### config.mk
export PLATFORM = sky130hd
export DESIGN_NAME = mmsa_ctrl_flat
export DESIGN_NICKNAME = d
export VERILOG_FILES = /design/src/rtl/mmsa_if.sv /design/src/rtl/mmsa_ctrl.sv /design/src/flat_wrapper.sv
export SDC_FILE = /design/constraint.sdc
export NUM_CORES = 1
export LEC_CHECK = 0
export ABC_CLOCK_PERIOD_IN_PS = 3400
export CORE_MARGIN = 1
export CORE_UTILIZATION = 52
export DETAILED_ROUTE_END_ITERATION = 16
export PLACE_DENSITY = 0.77
export SLEW_MARGIN = 20
export SYNTH_ARGS = -nofsm -noshare
export SYNTH_HDL_FRONTEND = slang
export SYNTH_SLANG_ARGS = --single-unit
### constraint.sdc
create_clock -name clk -period 3.4 [get_ports clk]
set_input_delay 0.68 -clock clk [delete_from_list [all_inputs] [get_ports clk]]
set_output_delay 0.68 -clock clk [all_outputs]
set_load 0.05 [all_outputs]
### src/rtl/mmsa_if.sv
// mmsa_if: load/index/MAC/SRAM signal bundle for mmsa_ctrl (proto_err present with MMSA_CTRL_PROTO_ERR_EN)
interface mmsa_if;
  logic        in_valid, matrix, in_valid2, i_mat_idx, w_mat_idx, mac_done;
  logic [1:0]  matrix_size, mac_size;
  logic        mem_we, mac_start, busy;
  logic [10:0] mem_addr;
  logic [15:0] mem_wdata;
  logic [3:0]  mac_i_idx, mac_w_idx;
`ifdef MMSA_CTRL_PROTO_ERR_EN
  logic        proto_err;
  modport master (output in_valid, matrix, matrix_size, in_valid2, i_mat_idx, w_mat_idx, mac_done,
                  input mem_we, mem_addr, mem_wdata, mac_start, mac_i_idx, mac_w_idx, mac_size, busy, proto_err);
  modport slave  (input in_valid, matrix, matrix_size, in_valid2, i_mat_idx, w_mat_idx, mac_done,
                  output mem_we, mem_addr, mem_wdata, mac_start, mac_i_idx, mac_w_idx, mac_size, busy, proto_err);
`else
  modport master (output in_valid, matrix, matrix_size, in_valid2, i_mat_idx, w_mat_idx, mac_done,
                  input mem_we, mem_addr, mem_wdata, mac_start, mac_i_idx, mac_w_idx, mac_size, busy);
  modport slave  (input in_valid, matrix, matrix_size, in_valid2, i_mat_idx, w_mat_idx, mac_done,
                  output mem_we, mem_addr, mem_wdata, mac_start, mac_i_idx, mac_w_idx, mac_size, busy);
`endif
endinterface

### src/rtl/mmsa_ctrl.sv
// mmsa_ctrl: serial matrix loader and MAC round sequencer; MMSA_CTRL_PROTO_ERR_EN adds sticky proto_err
module mmsa_ctrl (
  input logic clk,
  input logic rst,
  mmsa_if.slave bus
);
  localparam logic [2:0] IDLE = 3'd0, LOAD = 3'd1, WAIT_IDX = 3'd2, IDX = 3'd3, RUN = 3'd4, BUSY = 3'd5;
  logic [2:0]  state;
  logic [14:0] sr;
  logic [3:0]  bcnt;
  logic [5:0]  elem, last_elem;
  logic [4:0]  mat_no, round;
  logic        full;
  logic [2:0]  ish, wsh;
  logic [1:0]  icnt;
  assign last_elem = bus.mac_size == 2'b00 ? 6'd3 : bus.mac_size == 2'b01 ? 6'd15 : 6'd63;
  assign bus.mac_start = state == RUN;
  assign bus.busy = state != IDLE;
  always_ff @(posedge clk) begin
    if (rst) begin
      state         <= IDLE;
      sr            <= '0;
      bcnt          <= '0;
      elem          <= '0;
      mat_no        <= '0;
      full          <= 1'b0;
      round         <= '0;
      ish           <= '0;
      wsh           <= '0;
      icnt          <= '0;
      bus.mem_we    <= 1'b0;
      bus.mem_addr  <= '0;
      bus.mem_wdata <= '0;
      bus.mac_i_idx <= '0;
      bus.mac_w_idx <= '0;
      bus.mac_size  <= '0;
    end else begin
      bus.mem_we <= 1'b0;
      case (state)
        IDLE: if (bus.in_valid) begin
          state        <= LOAD;
          bus.mac_size <= bus.matrix_size;
          sr           <= {sr[13:0], bus.matrix};
          bcnt         <= 4'd1;
          elem         <= '0;
          mat_no       <= '0;
          full         <= 1'b0;
        end
        LOAD: if (!bus.in_valid) begin
          state <= WAIT_IDX;
          bcnt  <= '0;
          round <= '0;
        end else begin
          sr   <= {sr[13:0], bus.matrix};
          bcnt <= bcnt + 4'd1;
          // once all 32 matrices are stored, further words are silently dropped
          if (bcnt == 4'd15 && !full) begin
            bus.mem_we    <= 1'b1;
            bus.mem_wdata <= {sr, bus.matrix};
            bus.mem_addr  <= {mat_no, elem};
            elem          <= elem == last_elem ? 6'd0 : elem + 6'd1;
            mat_no        <= elem == last_elem ? mat_no + 5'd1 : mat_no;
            full          <= elem == last_elem && &mat_no;
          end
        end
        WAIT_IDX: if (bus.in_valid2) begin
          state <= IDX;
          ish   <= {2'b00, bus.i_mat_idx};
          wsh   <= {2'b00, bus.w_mat_idx};
          icnt  <= 2'd1;
        end
        IDX: if (!bus.in_valid2) state <= WAIT_IDX;
        else if (icnt == 2'd3) begin
          state         <= RUN;
          bus.mac_i_idx <= {ish, bus.i_mat_idx};
          bus.mac_w_idx <= {wsh, bus.w_mat_idx};
        end else begin
          ish  <= {ish[1:0], bus.i_mat_idx};
          wsh  <= {wsh[1:0], bus.w_mat_idx};
          icnt <= icnt + 2'd1;
        end
        RUN: state <= BUSY;
        BUSY: if (bus.mac_done) begin
          round <= round + 5'd1;
          state <= round == 5'd15 ? IDLE : WAIT_IDX;
        end
        default: state <= IDLE;
      endcase
    end
  end
`ifdef MMSA_CTRL_PROTO_ERR_EN
  logic err_ev;
  assign err_ev = (state == LOAD && !bus.in_valid && bcnt != 4'd0)
               || (state == LOAD && bus.in_valid && bcnt == 4'd15 && full)
               || (state == IDX && !bus.in_valid2)
               || ((state == RUN || state == BUSY) && (bus.in_valid || bus.in_valid2))
               || (state == WAIT_IDX && bus.in_valid);
  always_ff @(posedge clk) begin
    if (rst) bus.proto_err <= 1'b0;
    else if (err_ev) bus.proto_err <= 1'b1;
  end
`endif
endmodule

### src/flat_wrapper.sv
// flat-port wrapper written by rule: the top's interface ports become plain ports
module mmsa_ctrl_flat 
  (clk, rst, bus_in_valid, bus_matrix, bus_matrix_size, bus_in_valid2, bus_i_mat_idx, bus_w_mat_idx, bus_mac_done, bus_mem_we, bus_mem_addr, bus_mem_wdata, bus_mac_start, bus_mac_i_idx, bus_mac_w_idx, bus_mac_size, bus_busy);
  mmsa_if bus_i ();
  input logic clk;
  input logic rst;
  input wire logic [$bits(bus_i.in_valid)-1:0] bus_in_valid;
  input wire logic [$bits(bus_i.matrix)-1:0] bus_matrix;
  input wire logic [$bits(bus_i.matrix_size)-1:0] bus_matrix_size;
  input wire logic [$bits(bus_i.in_valid2)-1:0] bus_in_valid2;
  input wire logic [$bits(bus_i.i_mat_idx)-1:0] bus_i_mat_idx;
  input wire logic [$bits(bus_i.w_mat_idx)-1:0] bus_w_mat_idx;
  input wire logic [$bits(bus_i.mac_done)-1:0] bus_mac_done;
  output wire logic [$bits(bus_i.mem_we)-1:0] bus_mem_we;
  output wire logic [$bits(bus_i.mem_addr)-1:0] bus_mem_addr;
  output wire logic [$bits(bus_i.mem_wdata)-1:0] bus_mem_wdata;
  output wire logic [$bits(bus_i.mac_start)-1:0] bus_mac_start;
  output wire logic [$bits(bus_i.mac_i_idx)-1:0] bus_mac_i_idx;
  output wire logic [$bits(bus_i.mac_w_idx)-1:0] bus_mac_w_idx;
  output wire logic [$bits(bus_i.mac_size)-1:0] bus_mac_size;
  output wire logic [$bits(bus_i.busy)-1:0] bus_busy;
  assign bus_i.in_valid = bus_in_valid;
  assign bus_i.matrix = bus_matrix;
  assign bus_i.matrix_size = bus_matrix_size;
  assign bus_i.in_valid2 = bus_in_valid2;
  assign bus_i.i_mat_idx = bus_i_mat_idx;
  assign bus_i.w_mat_idx = bus_w_mat_idx;
  assign bus_i.mac_done = bus_mac_done;
  assign bus_mem_we = bus_i.mem_we;
  assign bus_mem_addr = bus_i.mem_addr;
  assign bus_mem_wdata = bus_i.mem_wdata;
  assign bus_mac_start = bus_i.mac_start;
  assign bus_mac_i_idx = bus_i.mac_i_idx;
  assign bus_mac_w_idx = bus_i.mac_w_idx;
  assign bus_mac_size = bus_i.mac_size;
  assign bus_busy = bus_i.busy;
  mmsa_ctrl u_core (.clk(clk), .rst(rst), .bus(bus_i));
endmodule
# Yosys cells after proc, flatten, opt, wreduce, memory -nomap -nowiden
# Index checks and enable logic that the tools add are counted.
[word_totals] output_inout_bits=40 in_bits=10 regBits=85 word_cells=108
[op_classes] eq_ne=20 muxes=43 n_reduce_logical=22 bitwise_logic=2 add_sub_neg=5
[ops] cell="two-way mux 3 bit" n=12
[ops] cell="two-way mux 6 bit" n=6
[ops] cell="two-way mux 5 bit" n=6
[ops] cell="case mux 5 bit (2 select lines)" n=2
[ops] cell="case mux 3 bit (6 select lines)" n=1
[ops] cell="AND reduction 5 bit" n=3
[ops] cell="inequality test 2 bit, second input constant" n=7
[ops] cell="case mux 3 bit (2 select lines)" n=2
[ops] cell="case mux 6 bit (2 select lines)" n=1
[ops] cell="adder 5 x 1 -> 5 bit, second input constant" n=2
[ops] cell="AND reduction 3 bit" n=3
[ops] cell="two-way mux 2 bit" n=4
[ops] cell="two-way mux 4 bit" n=2
[ops] cell="case mux 4 bit (2 select lines)" n=1
[ops] cell="AND reduction 4 bit" n=2
[ops] cell="adder 6 x 1 -> 6 bit, second input constant" n=1
[ops] cell="equality test 3 x 2 -> 1 bit, second input constant" n=2
[ops] cell="equality test 3 bit, second input constant" n=2
[ops] cell="equality test 6 bit" n=1
[ops] cell="AND reduction 2 bit" n=3
[ops] cell="nonzero test 2 bit" n=3
[ops] cell="equality test 5 x 4 -> 1 bit, second input constant" n=1
[ops] cell="adder 4 x 1 -> 4 bit, second input constant" n=1
[ops] cell="equality test 4 bit, second input constant" n=1
[ops] cell="other kinds (17)" n=23

# Logic depth before layout (Yosys ltp)
# Gate-level depths: netlist (run 1).
[logic_depth] ltp_word=8 depth_mapped=7 ltp_nobuf=6

# Least setup slack after synthesis (run 1)
# OpenSTA, ideal clock, no wires.
[synth_timing] path_kind="reg2out" start="reg u_core.state[2]" end="out bus_mac_start" path_buffers=1 path_stages_with_launch=4 arrival_time_ns=1.501 required_ns=2.720 setup_slack_ns=1.219 path_cell_list="dfxtp_1 buf_2 nor2b_1 nor2b_1"
[synth_via] elab_chain_len=1
[synth_rtl] item="start, declared" line_no="mmsa_ctrl.sv:8" source="logic [2:0] state;"
[synth_rtl] item="start signal, assigned" line_no="mmsa_ctrl.sv:85" source="state <= round == 5'd15 ? IDLE : WAIT_IDX;"
[synth_rtl] item="equality test 3 bit" line_no="mmsa_ctrl.sv:17" source="assign bus.mac_start = state == RUN;"
[synth_rtl] item="end, declared" line_no="flat_wrapper.sv:17" source="output wire logic [$bits(bus_i.mac_start)-1:0] bus_mac_start;"
# No other way between the ends.

# Final worst setup path (run 1)
# Ends and elaborated chain as after synthesis.

==> metrics, run 1 <==
die area 0.00692 mm2; Die Width 83.2 um; DRT met1 WL 3.51 mm; reg2reg setup slack 1.36 ns; Cell Area, Synth 0.00343 mm2; Leak 0.00143 uW; CP Launch Type flop; Met2 Wirelength 3.30 mm; vias per cell 5.46; final hold violation count 0; crit path max fanout 13; initial antenna violation count 0; worst r2r dst u_core.bus.mac_i_idx[2]; setup TNS 0 ns; wire per inst 13.1 um; router iterations before antenna repair 5; CTS tree yes; sequential share of power 50.3%; Avg Cell Area, Syn 8.06 um2; Async SR Flop Fraction 0%; PortBufs 49; setup bufs post-CTS 0; area grow syn2layout 22.2%; Critical Path, Cell by Cell nor2b_1, nor2b_1, clkdlybuf4s50_1; post-synthesis sequential area ratio 49.7%; CP most frequent cell nor2b_1; Gate Count Post-Synth 425; syn_nets 442; Comb power frac 7.6%; hpwl dp 4.68 mm; Clock Latency Late Sink 0.35 ns; CTS root buffer clkbuf_8; critical path class reg -> out; Total Wirelength 7.18 mm; DIE HEIGHT 83.2 um; All-Layer GR Usage 21.6%; Layout Utilization 66.0%; status finished, final reports clean; internal power 1550 uW; DR top layer met4; synthesis warning total 0; final critical-path share of the clock period 84.0%; Setup crit start u_core.state[2]; largest net degree at the start of global routing 61; FP Rows 29; pwr dens 485 mW/mm2; Worst Tran Pin Value 0.664 ns; CTS hold repair buffers 0; area of the core 0.00635 mm2; clock tree buffer depth 2; first-pass GRT wire length 12.3 mm; Worst path max stage delay 0.80 ns; NumNets Final 482; total grt overflow 0; R2R depth 5; CP max stage cell clkdlybuf4s50_1; Final ANT Viol Nets 0; Remaining DRCs 0; Worst VDD drop 297 uV; Starting Density 54.0%; Tmin final 2.86 ns; hold_ws 0.455 ns; Peak Freq 350 MHz; unrepaired setup endpoints after global routing false; r2r startpoint u_core.state[1]; gpl congestion 0.754; layout cells sized above 1 6.81%; cts bufs inserted 9; number of synthesized flops with an enable pin 0; met3 wire length 245 um; Worst EP required 2.72 ns; Iter 0 DRT Violations 204; Seq cells post-synth 85; I/O pin count 50; max_cap viols 0; final clock skew 0.0110 ns; CTS H-tree depth 3; CTS sink count 85; ant diodes 0; clock network fraction of total power 42.1%; via count 2,986; final setup fails 0; number of global-route vias before repair 2,751; Worst Setup End Kind output pin; NetSw 482 uW; switch share 23.7%; Max transition margin 55.1%; Post-synth top flop dfxtp_1; CP arrival 2.18 ns; Final Max Tran Viols 0; CTS clk-pin slew, worst paths 0.08 ns; worst setup path endpoint bus_mac_start; post-synth cell types 43; worst min path class reg -> reg; PostCTS Resize Cnt 0
## through the flow
step / worst slack (ns) / instance area, um2 / std cells / total power, uW
floorplan: 1.22 / 3430 / 425 / 1150
global placement: 0.911 / 3940 / 531 / 1200
detailed placement: 0.852 / 3940 / 531 / 1200
CTS: 0.523 / 4190 / 547 / 2050
global route: 0.429 / 4190 / 547 / 2110
finish: 0.543 / 4190 / 547 / 2030
## synth_stat cells (5+ instances only)
| master | count | area, um2 |
|---|---|---|
| o21ai_0 | 11 | 55.1 |
| nand3_1 | 13 | 65.1 |
| xor2_1 | 5 | 43.8 |
| nand2_1 | 128 | 480 |
| nor3_1 | 6 | 30.0 |
| a21oi_1 | 70 | 350 |
| clkbuf_1 | 16 | 60.1 |
| buf_2 | 10 | 50.1 |
| nand2b_1 | 5 | 31.3 |
| nor2_1 | 18 | 67.6 |
| and3_1 | 5 | 31.3 |
| ha_1 | 7 | 87.6 |
| dfxtp_1 | 85 | 1700 |
## critical path: cells and delay by family, from the launching register on
kind          cells  cell delay (ns)
buf+inv           1             0.80
flops             1             0.58
simple gates      2             0.44
## how the worst min path moves through the flow
| stage | end | start | slack [ns] | cells past startpoint |
|---|---|---|---|---|
| floorplan | u_core.ish[2] | u_core.ish[2] | 0.43 | 2 |
| global placement | u_core.bus.mem_wdata[15] | u_core.sr[14] | 0.44 | 2 |
| detailed placement | u_core.wsh[2] | u_core.wsh[2] | 0.44 | 2 |
| CTS | u_core.wsh[2] | u_core.wsh[2] | 0.45 | 2 |
| global route | u_core.wsh[2] | u_core.wsh[2] | 0.47 | 2 |
| finish | u_core.bus.mem_addr[6] | u_core.bus.mem_addr[6] | 0.45 | 2 |
## power groups by stage
stage          combinational, uW  sequential (uW)  clock [uW]
2_1_floorplan                108             1050           0
3_3_place_gp                 151             1050           0
3_5_place_dp                 152             1050           0
4_1_cts                      154             1020         873
5_1_grt                      169             1030         912
6_report                     154             1020         857
## cell usage in the layout (no fill, tap or decap), types with 2 or more instances in the layout
master,instances
nand2_1,128
dfxtp_1,85
a21oi_1,70
clkdlybuf4s50_1,48
nor2_1,18
nand3_1,13
o21ai_0,11
clkbuf_8,9
ha_1,7
nor3_1,6
buf_4,6
and3_1,5
xor2_1,5
nand2b_1,5
nor2b_1,3
or3_1,3
and2_1,3
xnor2_1,3
nand4_1,3
bufinv_16,3
inv_1,2
o21a_1,2
nor4_1,2
mux2i_1,2
nor3_2,2
a21boi_1,2
clkinv_4,2
## sequential cells by signal, summed over array words and instances, names as in the netlist, 5 cells and up
| name | flops |
|---|---|
| u_core.bus.mem_addr | 11 |
| u_core.bus.mem_wdata | 16 |
| u_core.elem | 6 |
| u_core.mat_no | 5 |
| u_core.round | 5 |
| u_core.sr | 15 |
## kinds of logic after synthesis
kind of cell	count (synthesis)	synth area share, %
flops	85	49.7
xor+xnor	8	2.04
compound gates	97	15.7
buf+inv	28	3.43
fa+ha+maj	7	2.56
simple gates	197	25.7
mux	3	0.913
## layout make-up
class	instances	area, um2
well taps	77	96.3
multi-input cells	312	1610
inverters	2	7.51
clock buffers	9	124
clock inverters	7	121
fillers	554	2160
repair buffers	55	531
flip-flops and latches	85	1700
## per-layer routing
layer,global-route usage [%],vias to the layer above
li1,-,1513
met5,0,-
met3,4.47,13
met1,28.8,1403
met2,34.2,57
met4,8.78,0
No activity file was read; power rests on OpenSTA's default activity.
==> run 2, diff against run 1 <==
Settings changed: ABC_CLOCK_PERIOD_IN_PS 3400 to 2780.
Clock period 3.4 ns to 2.78 ns, I/O delays scaled along.
==> run 2 against run 1 <==
Core utilization down 0.37 points. Final cell count up 0.91%. Design area down 0.57%. Clock power down 5.1%. Critical endpoint is now bus_busy.
==> metrics, run 2 (synthesis gave the netlist of run 1 again) <==
reg2reg setup slack 0.76 ns (was 1.36 ns); I/O pin count 50 (unchanged); Final ANT Viol Nets 0 (unchanged); area grow syn2layout 21.5% (was 22.2%); R2R depth 5 (unchanged); initial antenna violation count 0 (unchanged); number of global-route vias before repair 2,819 (was 2,751); largest net degree at the start of global routing 52 (was 61); Leak 0.00144 uW (was 0.00143 uW); Remaining DRCs 0 (unchanged); worst r2r dst u_core.bus.mac_i_idx[2] (unchanged); cts bufs inserted 9 (unchanged); die area 0.00692 mm2 (unchanged); unrepaired setup endpoints after global routing false (unchanged); Peak Freq 399 MHz; NetSw 621 uW (was 482 uW); Tot Pwr 2250 uW (was 2030 uW); clock tree buffer depth 2 (unchanged); layout cells sized above 1 7.79% (was 6.81%); DIE HEIGHT 83.2 um (unchanged); CTS root buffer clkbuf_8 (unchanged); worst path buffer plus inverter count 1 (unchanged); CTS tree yes (unchanged); Comb power frac 8.5% (was 7.6%); Iter 0 DRT Violations 227 (was 204); status finished, final reports clean (unchanged); hold path startpoint u_core.ish[2] (was u_core.bus.mem_addr[6]); gpl congestion 0.745 (was 0.754); Min-Delay Endpoint u_core.ish[2] (was u_core.bus.mem_addr[6]); final critical-path share of the clock period 90.1%; via count 3,010 (was 2,986); ant diodes 0 (unchanged); Worst EP required 2.22 ns (was 2.72 ns); Worst Tran Pin Value 0.538 ns (was 0.664 ns); CP arrival 1.95 ns (was 2.18 ns); Max transition margin 64.0% (was 55.1%); most common cell after layout, fill and taps aside nand2_1 (unchanged); wire per inst 13.1 um (about the same); setup TNS 0 ns (unchanged); clock network fraction of total power 36.1% (was 42.1%); max_cap viols 0 (unchanged); Die Width 83.2 um (unchanged); max reg flops 16 (unchanged); Worst VDD drop 359 uV (was 297 uV); hold path depth 2 (unchanged); placed cells 536 (was 531); Biggest register u_core.bus.mem_wdata (unchanged); final setup fails 0 (unchanged); total grt overflow 0 (unchanged); hpwl dp 4.82 mm (was 4.68 mm); final instance area 0.00417 mm2 (was 0.00419 mm2); sequential share of power 55.5% (was 50.3%); CP delay by family, top buffers and inverters (unchanged); first-pass GRT wire length 12.8 mm (was 12.3 mm); internal power 1630 uW (was 1550 uW); All-Layer GR Usage 22.6% (was 21.6%); final clock skew 0.0129 ns (was 0.0110 ns); Worst path max stage delay 0.79 ns (was 0.80 ns); CTS clk-pin slew, worst paths 0.09 ns (was 0.08 ns); Critical Path, Cell by Cell or3_1, clkdlybuf4s50_1 (was nor2b_1, nor2b_1, clkdlybuf4s50_1); pwr dens 541 mW/mm2 (was 485 mW/mm2); PostCTS Resize Cnt 0 (unchanged); area of the core 0.00635 mm2 (unchanged); Largest regs u_core.bus.mem_wdata: 16 flops, u_core.sr: 15 flops, u_core.bus.mem_addr: 11 flops (unchanged); FP Rows 29 (unchanged); crit path max fanout 13 (unchanged); critical path class reg -> out (unchanged); Starting Density 54.0% (unchanged); PortBufs 49 (unchanged); final hold violation count 0 (unchanged); vias per cell 5.45 (was 5.46); commonest cells after routing, fill and taps aside nand2_1, dfxtp_1, a21oi_1, clkdlybuf4s50_1, nor2_1 (unchanged); Total Wirelength 7.25 mm (was 7.18 mm); NumNets Final 487 (was 482); r2r startpoint u_core.state[1] (unchanged); switch share 27.5% (was 23.7%); CTS sink count 85 (unchanged); final std cells w/o fill 552 (was 547); router iterations before antenna repair 4 (was 5); CP max stage cell clkdlybuf4s50_1 (unchanged); Worst Setup End Kind output pin (unchanged); CTS hold repair buffers 0 (unchanged); CTS H-tree depth 3 (unchanged); placed cell area 0.00398 mm2 (was 0.00394 mm2); worst min path class reg -> reg (unchanged); Clock Latency Late Sink 0.36 ns (was 0.35 ns); Tmin final 2.50 ns; CP Launch Type flop (unchanged); setup bufs post-CTS 0 (unchanged); Final Max Tran Viols 0 (unchanged)
[run 2: cell count changes in the layout (fill, tap and decap cells not counted), sizes merged, moves of 2 or more]
cell and delta:
bufinv -3, inv +2, clkinvlp +2, buf +5
[run 2: per-layer routing]
layer	vias up	part of all wire (%)	GRT usage, %
met5	-	0	0
met4	0	1.2	6.74
met3	7	5.4	6.06
met2	74	46	35.8
met1	1408	47	30.2
li1	1521	-	-
[run 2: cell type report]
cell class	count	area (um2)
repair buffers	60	571
multi-input cells	312	1610
clock buffers	9	124
clock inverters	7	57.6
flip-flops and latches	85	1700
well taps	77	96.3
inverters	2	7.51
fillers	564	2180
[run 2: through the flow]
stage	hold slack [ns]	util, %	worst slack [ns]
floorplan	0.432	-	0.723
finish	0.454	65.6	0.276
global placement	0.438	62.7	0.526
CTS	0.458	65.6	0.118
detailed placement	0.446	62.7	0.414
global route	0.471	65.6	0.213
[run 2: worst reg2reg max path: stages (launching register included)]
cell and delay (ns):
dfxtp_1 0.62, nor2b_1 0.34, and2_1 0.33, nand3_1 0.35
nand2_1 0.17, a21oi_1 0.09
[run 2: power by group through the flow]
stage / Clock, uW / Sequential [uW] / Combinational (uW)
2_1_floorplan: 0 / 1280 / 132
3_3_place_gp: 0 / 1280 / 186
3_5_place_dp: 0 / 1280 / 190
4_1_cts: 829 / 1250 / 191
5_1_grt: 884 / 1250 / 210
6_report: 813 / 1250 / 191
[run 2: worst max path at each step]
stage               startpoint              to  slack (ns)  cells past startpoint
6_report       u_core.state[1]        bus_busy        0.28                      2
5_1_grt        u_core.state[1]        bus_busy        0.21                      2
4_1_cts        u_core.state[2]   bus_mac_start        0.12                      4
3_5_place_dp      bus_in_valid  u_core.elem[5]        0.41                      6
3_3_place_gp   u_core.state[2]   bus_mac_start        0.53                      4
2_1_floorplan  u_core.state[2]   bus_mac_start        0.72                      3
==> run 3, diff against run 2 <==
Settings changed: CORE_MARGIN 1 to not set.
==> results of run 3 <==
The final DEF is identical to that of run 2; final timing and power are the same.
